$ cat config.mk
export PLATFORM = sky130hd
export DESIGN_NAME = pool_engine
export DESIGN_NICKNAME = d
export VERILOG_FILES = /design/src/rtl/pool_engine.sv
export SDC_FILE = /design/constraint.sdc
export NUM_CORES = 1
export LEC_CHECK = 0
export BUFFER_PORTS_ARGS = -buffer_cell sky130_fd_sc_hd__buf_2
export CELL_PAD_IN_SITES_DETAIL_PLACEMENT = 1
export CELL_PAD_IN_SITES_GLOBAL_PLACEMENT = 1
export CORE_AREA = 5 5 141 76
export CTS_CLUSTER_DIAMETER = 80
export DETAILED_ROUTE_END_ITERATION = 8
export DIE_AREA = 0 0 146 81
export PLACE_DENSITY_LB_ADDON = 0.1
export SLEW_MARGIN = 20
export SYNTH_ARGS = -nofsm -noshare
export SYNTH_HDL_FRONTEND = slang
export SYNTH_SLANG_ARGS = --single-unit
$ cat constraint.sdc
create_clock -name clk -period 5.2 [get_ports clk]
set_input_delay 0.52 -clock clk [delete_from_list [all_inputs] [get_ports clk]]
set_output_delay 0.52 -clock clk [all_outputs]
set_load 0.02 [all_outputs]
$ cat src/rtl/pool_engine.sv
// pool_engine: per-channel windowed pooling of interleaved signed samples, result one cycle after the last sample.
// Define POOL_AVG_EN to add the mode port and per-channel average pooling alongside max pooling.
module pool_engine #(
  parameter  int DATA_W = 16,
  parameter  int WIN    = 4,
  parameter  int CH     = 4,
  localparam int CH_W   = (CH > 1) ? $clog2(CH) : 1
) (
  input  logic                     clk,
  input  logic                     reset,
  input  logic                     clk_en,
`ifdef POOL_AVG_EN
  input  logic                     mode,
`endif
  input  logic                     in_valid,
  output logic                     in_ready,
  input  logic [CH_W-1:0]          in_ch,
  input  logic signed [DATA_W-1:0] in_data,
  output logic                     out_valid,
  input  logic                     out_ready,
  output logic [CH_W-1:0]          out_ch,
  output logic signed [DATA_W-1:0] out_data
);
  localparam int               WIN_W  = $clog2(WIN);
  localparam logic [CH_W:0]    CH_LIM = (CH_W + 1)'(CH);
  localparam logic [WIN_W-1:0] LAST   = WIN_W'(WIN - 1);

  logic [WIN_W-1:0]         r_cnt [CH];
  logic signed [DATA_W-1:0] r_max [CH];
  logic                     r_out_valid;
  logic [CH_W-1:0]          r_out_ch;
  logic signed [DATA_W-1:0] r_out_data;

  logic                     w_take;
  logic                     w_hit;
  logic                     w_first;
  logic                     w_last;
  logic signed [DATA_W-1:0] w_max_nxt;
  logic signed [DATA_W-1:0] w_result;

  assign in_ready  = !r_out_valid || out_ready;
  assign out_valid = r_out_valid;
  assign out_ch    = r_out_ch;
  assign out_data  = r_out_data;

  // Out-of-range channels are still handshaken so the producer never stalls on them.
  assign w_take    = clk_en && in_valid && in_ready;
  assign w_hit     = w_take && ({1'b0, in_ch} < CH_LIM);
  assign w_first   = (r_cnt[in_ch] == '0);
  assign w_last    = (r_cnt[in_ch] == LAST);
  assign w_max_nxt = (w_first || (in_data > r_max[in_ch])) ? in_data : r_max[in_ch];

`ifdef POOL_AVG_EN
  localparam int SUM_W = DATA_W + WIN_W;

  logic signed [SUM_W-1:0] r_sum  [CH];
  logic                    r_mode [CH];
  logic signed [SUM_W-1:0] w_ext;
  logic signed [SUM_W-1:0] w_sum_nxt;
  logic                    w_mode;

  assign w_ext     = {{WIN_W{in_data[DATA_W-1]}}, in_data};
  assign w_sum_nxt = w_first ? w_ext : (r_sum[in_ch] + w_ext);
  // Mode is latched with the first sample so a window is pooled one way throughout.
  assign w_mode    = w_first ? mode : r_mode[in_ch];
  assign w_result  = w_mode ? DATA_W'(w_sum_nxt >>> WIN_W) : w_max_nxt;

  always_ff @(posedge clk or posedge reset) begin
    if (reset) begin
      for (int i = 0; i < CH; i++) begin
        r_sum[i]  <= '0;
        r_mode[i] <= 1'b0;
      end
    end else if (w_hit) begin
      r_sum[in_ch]  <= w_sum_nxt;
      r_mode[in_ch] <= w_mode;
    end
  end
`else
  assign w_result = w_max_nxt;
`endif

  always_ff @(posedge clk or posedge reset) begin
    if (reset) begin
      for (int i = 0; i < CH; i++) begin
        r_cnt[i] <= '0;
        r_max[i] <= '0;
      end
    end else if (w_hit) begin
      r_cnt[in_ch] <= w_last ? '0 : (r_cnt[in_ch] + WIN_W'(1));
      r_max[in_ch] <= w_max_nxt;
    end
  end

  always_ff @(posedge clk or posedge reset) begin
    if (reset) begin
      r_out_valid <= 1'b0;
      r_out_ch    <= '0;
      r_out_data  <= '0;
    end else if (clk_en) begin
      if (w_hit && w_last) begin
        r_out_valid <= 1'b1;
        r_out_ch    <= in_ch;
        r_out_data  <= w_result;
      end else if (out_ready) begin
        r_out_valid <= 1'b0;
      end
    end
  end
endmodule

-- Yosys cells after proc, flatten, opt, wreduce, memory -nomap -nowiden
Cells that the tools add are included.
- register bits: 91
- input bits: 23
- output and inout port bits: 20
- logic and storage cells: 44
- add/subtract/negate cells: 1
- magnitude comparators: 3
- eq/ne operators: 1
- multiplexer cells: 16
- bitwise logic cells: 1
- reductions and logical operators: 11
- operators with widths (operator ; count):
    bitwise mux 64 bit ; 1
    two-way mux 16 bit ; 4
    binary-select mux 16 bit (select 2 bit) ; 1
    demux 16 bit (select 2 bit) ; 1
    greater-than comparator 16 bit ; 1
    bitwise mux 8 bit ; 1
    two-way mux 2 bit ; 4
    binary-select mux 2 bit (select 2 bit) ; 1
    demux 2 bit (select 2 bit) ; 1
    logical AND 1 bit ; 4
    AND reduction 2 bit ; 2
    >= comparator 3 bit, second input constant ; 1
    less-than comparator 3 x 1 -> 1 bit, second input constant ; 1
    NOT 2 -> 3 bit ; 1
    adder 2 x 1 -> 2 bit, second input constant ; 1
    == test 2 bit, second input constant ; 1
    zero test 2 bit ; 1
    logical OR 1 bit ; 2
    two-way mux 1 bit ; 2
    nonzero test 2 bit ; 1
    zero test 1 bit ; 1

-- Longest topological paths before layout
- depth in word-level cells: 8
- gate-level depth with buffers: 12
- gate-level depth less buffers: 9

-- Worst setup path after synthesis
OpenSTA, ideal clock, no wires.
- path kind: input to register
- start point: input port in_ch[0]
- end point: register r_max[10] (netlist name)
- library setup time: 0.144 ns
- arrival time: 3.394 ns
- data required time: 5.056 ns
- setup slack: 1.662 ns
- stages on the path: 11
- path buffers: 2
- cells stage by stage: clkbuf_1 buf_2 mux4_2 inv_1 ha_1 nand4_1 or4_4 o21ba_2 and4_1 o21ai_0 a31oi_1
- word-level cells in the longest chain between the ends: 8
- elaborated cells on any way between the ends: 17
- classes of those cells: 3 x order compare; 10 x mux; 1 x bitwise; 3 x reduce/logical
- RTL lines (what ; RTL line ; RTL):
    from (decl) ; 17 ; input logic [CH_W-1:0] in_ch,
    NOT 2 -> 3 bit (not written as such) (*) ; 49, 51, 91 ;
    binary-select mux 16 bit (select 2 bit) / binary-select mux 2 bit (select 2 bit) (equally long branches) ; 51, 49 ;
    two-way mux 16 bit (not written as such) / two-way mux 2 bit (equally long branches) (2 in a row) ; 51, 49 ;
    greater-than comparator 16 bit / zero test 2 bit (equally long branches) ; 51, 49 ;
    logical OR 1 bit ; 51 ; assign w_max_nxt = (w_first || (in_data > r_max[in_ch])) ? in_data : r_max[in_ch];
    two-way mux 16 bit ; 51 ;
    bitwise mux 64 bit (*) ; 91 ; r_max[in_ch] <= w_max_nxt;
    to (signal, indexed assignment) ; 91 ;
    to (decl) ; 29 ; logic signed [DATA_W-1:0] r_max [CH];
Every way passes the cells marked *; elsewhere a longest branch is shown, timed or not. The select of a mux whose other input is x is not followed.
A chain may end at the register's enable or synchronous reset.

-- Worst setup path after layout
- start point: input port in_ch[0]
- end point: register r_max[39] (netlist name)
The elaborated chain is that of the path after synthesis.

==> reports/results.ini <==
[timing]
fin_setup_tns_ns = 0
fmax_ghz = 0.2470
fin_crit_sh_pct = 77.86
rsz0062_at_grt = no
final_max_slew_viol_count = 0
hold_violations = 0
slew_headroom_pct = 41.76
finalClockSkew_ns = 0.004600
worstMarginPinSlew_ns = 0.8711
setup_viol = 0
fin_crit_ns = 4.049

[setup_path]
worst_setup_path_end_kind = register
crit_chain = buf_2 -> mux4_2 -> inv_1 -> ha_1 -> nand4_1 -> or4_4 -> o22ai_1 -> nand4_2 -> nand3_1 -> a31oi_1
cp.required_ns = 5.37
worstSetupPathType = primary input to register
crit_path_start_kind = primary input
slowest_stage = mux4_2
cp.arrival_ns = 4.22
cp_max_fo = 23
cpPeakStageDelay_ns = 0.63

[logic_synthesis]
synth_area_per_cell_sq_um = 10.66
async_flop_share_pct = 100.0
seq_area_frac_synth_pct = 50.51
syn_nets = 464
syn-cell-area_sq_um = 4508
synth-seq-cells = 91
ys.flop_type = dfrtp_1
syn_inst = 423
synth_edf_count = 0
synthDistinctLibCells = 36
yosys_warnings = 0

[global_routing]
grt-ovfl-total = 0
grt_pass1_wl_um = 20670
grt_pass1_vias = 3912
grt_usage_pct = 22.25
grt_max_degree = 52
antenna_found_initial = 0

[clock_tree]
clockRootBuffer = clkbuf_16
cts.path.max_buffers = 2
cts_tree = done
clock_sinks = 91
cts_resized = 0
clk_latency_ns = 0.34
cts_setup_buffers = 0
clk_pin_slew_ns = 0.06
ctsHoldBuffers = 0
cts_inserted_buffers = 9
h-tree-depth = 3

[route]
routed_via_density = 6.164
ant_nets = 0
drtPass1Iterations = 4
wl_per_cell_um = 21.01
drc = 0
drt_wl_total_um = 12270
drt_iter0_drc = 210
num_vias = 3600

[pwr]
combPwrFrac_pct = 43.8
powerDensity_nw_per_um2 = 679.2
p_leak_uw = 0.002219
power.switching_uw = 1404
power_frac_seq_pct = 36.1
ir_drop_mv = 0.2770
p_int_uw = 2093
switching_share_pct = 40.15
pwr-share-clk_pct = 20.1

[floorplan]
placementRows = 25
dieArea_sq_um = 11830
start_util_pct = 48.85
dieWidth_um = 146
io_pins = 43
coreArea_sq_um = 9228
fp.dieH_um = 81

[status]
status = completed

[layout]
syn2layout_area_growth_pct = 14.24
nets = 500
diodes = 0
drive_gt1_share_pct = 23.97
final_core_util_pct = 55.81

[place]
portBuffers = 42
place.gp.congestion = 0.8030
place_hpwl_um = 8450

[worst_hold_path]
hold_class = primary input to async pin

[run]
drv_cap = 0

cells in the mapped netlist (3+ instances only):
library cell	instances	area share, %
mux4_2	18	9.0
dfrtp_1	91	51
mux2_2	10	2.5
a31oi_1	80	11
inv_1	20	1.7
o21ai_2	10	1.9
a21oi_1	6	0.67
nand2_1	9	0.75
nand4_1	4	0.56
ha_1	18	5.0
and2_1	3	0.42
o21ai_0	7	0.78
buf_2	3	0.33
nor2_1	84	7.0
clkbuf_1	20	1.7
nand3_1	16	1.8
worst paths after layout:
check                          start        end  slack [ns]  depth (start not counted)
min reg2reg                out_ch[1]  out_ch[1]        0.51                          1
max                         in_ch[0]  r_max[39]        1.15                         10
max reg2reg                r_max[63]  r_max[39]        1.68                          9
max in group asynchronous      reset  r_max[50]        3.80                          3
min in group clk           out_ready  out_valid        0.47                          3
min                            reset  r_max[61]        0.27                          2
flip-flops by register name, summed over array words and instances (netlist names):
register,count
r_cnt,8
out_valid,1
r_max,64
out_ch,2
out_data,16
per-stage QoR:
stage | hold WS (ns) | instance area, sq um | power (uW) | setup WS (ns) | instances
floorplan | 0.4752 | 4508 | 2336 | 1.662 | 423
finish | 0.2724 | 5150 | 3498 | 1.151 | 584
CTS | 0.2964 | 5150 | 3515 | 1.148 | 584
global placement | 0.4865 | 4832 | 2694 | 1.032 | 569
global route | 0.3279 | 5150 | 3746 | 0.8914 | 584
detailed placement | 0.4949 | 4832 | 2790 | 0.8673 | 569
per-layer routing:
layer,routed length [um],part of all wire (%),track usage [%],vias to the layer above
li1,-,-,-,1631
met1,5893,48,30.90,1855
met2,5534,45,36.17,96
met3,667,5.4,5.184,18
met4,174,1.4,5.253,0
met5,0,0,0,-
cells in the final DEF, fill, tap and decap left out, types with 3 or more instances in the layout:
| cell | instances |
|---|---|
| nand4_1 | 4 |
| nor2_1 | 82 |
| and2_1 | 3 |
| a31oi_1 | 80 |
| dfrtp_1 | 91 |
| buf_2 | 42 |
| o21ai_0 | 7 |
| nand2_1 | 9 |
| o21ai_2 | 10 |
| ha_1 | 18 |
| mux2_2 | 10 |
| nand3_1 | 16 |
| clkbuf_16 | 9 |
| inv_1 | 19 |
| a21oi_1 | 6 |
| buf_4 | 9 |
| mux4_2 | 18 |
worst max-delay path: cells and delay by family:
| family | cells | cell delay (ns) |
|---|---|---|
| and+or+nand+nor | 4 | 1.69 |
| muxes | 1 | 0.63 |
| adders and majority gates | 1 | 0.23 |
| buffers and inverters | 2 | 0.68 |
| AOI/OAI and AO/OA | 2 | 0.44 |
cell families after synthesis:
kind of cell / after synthesis / share of synthesized area, %
flops: 91 / 50.51
buf+inv: 46 / 4.246
fa+ha+maj: 18 / 4.996
compound gates: 114 / 16.57
simple gates: 126 / 12.18
mux: 28 / 11.49
power groups by stage:
stage               logic, uW  registers [uW]  clock network (uW)
detailed placement       1520            1270                   0
global route             1690            1310                 746
global placement         1440            1250                   0
finish                   1530            1260                 704
CTS                      1530            1260                 720
floorplan                1040            1300                   0
cell type report:
| class | count | area (sq um) |
|---|---|---|
| clock buffers | 11 | 242.7 |
| flip-flops and latches | 91 | 2277 |
| fillers | 1018 | 4078 |
| clock inverters | 4 | 75.07 |
| inverters | 20 | 76.32 |
| multi-input cells | 286 | 2049 |
| well taps | 121 | 151.4 |
| repair buffers | 51 | 277.8 |
Power figures use the tool's default switching activity.
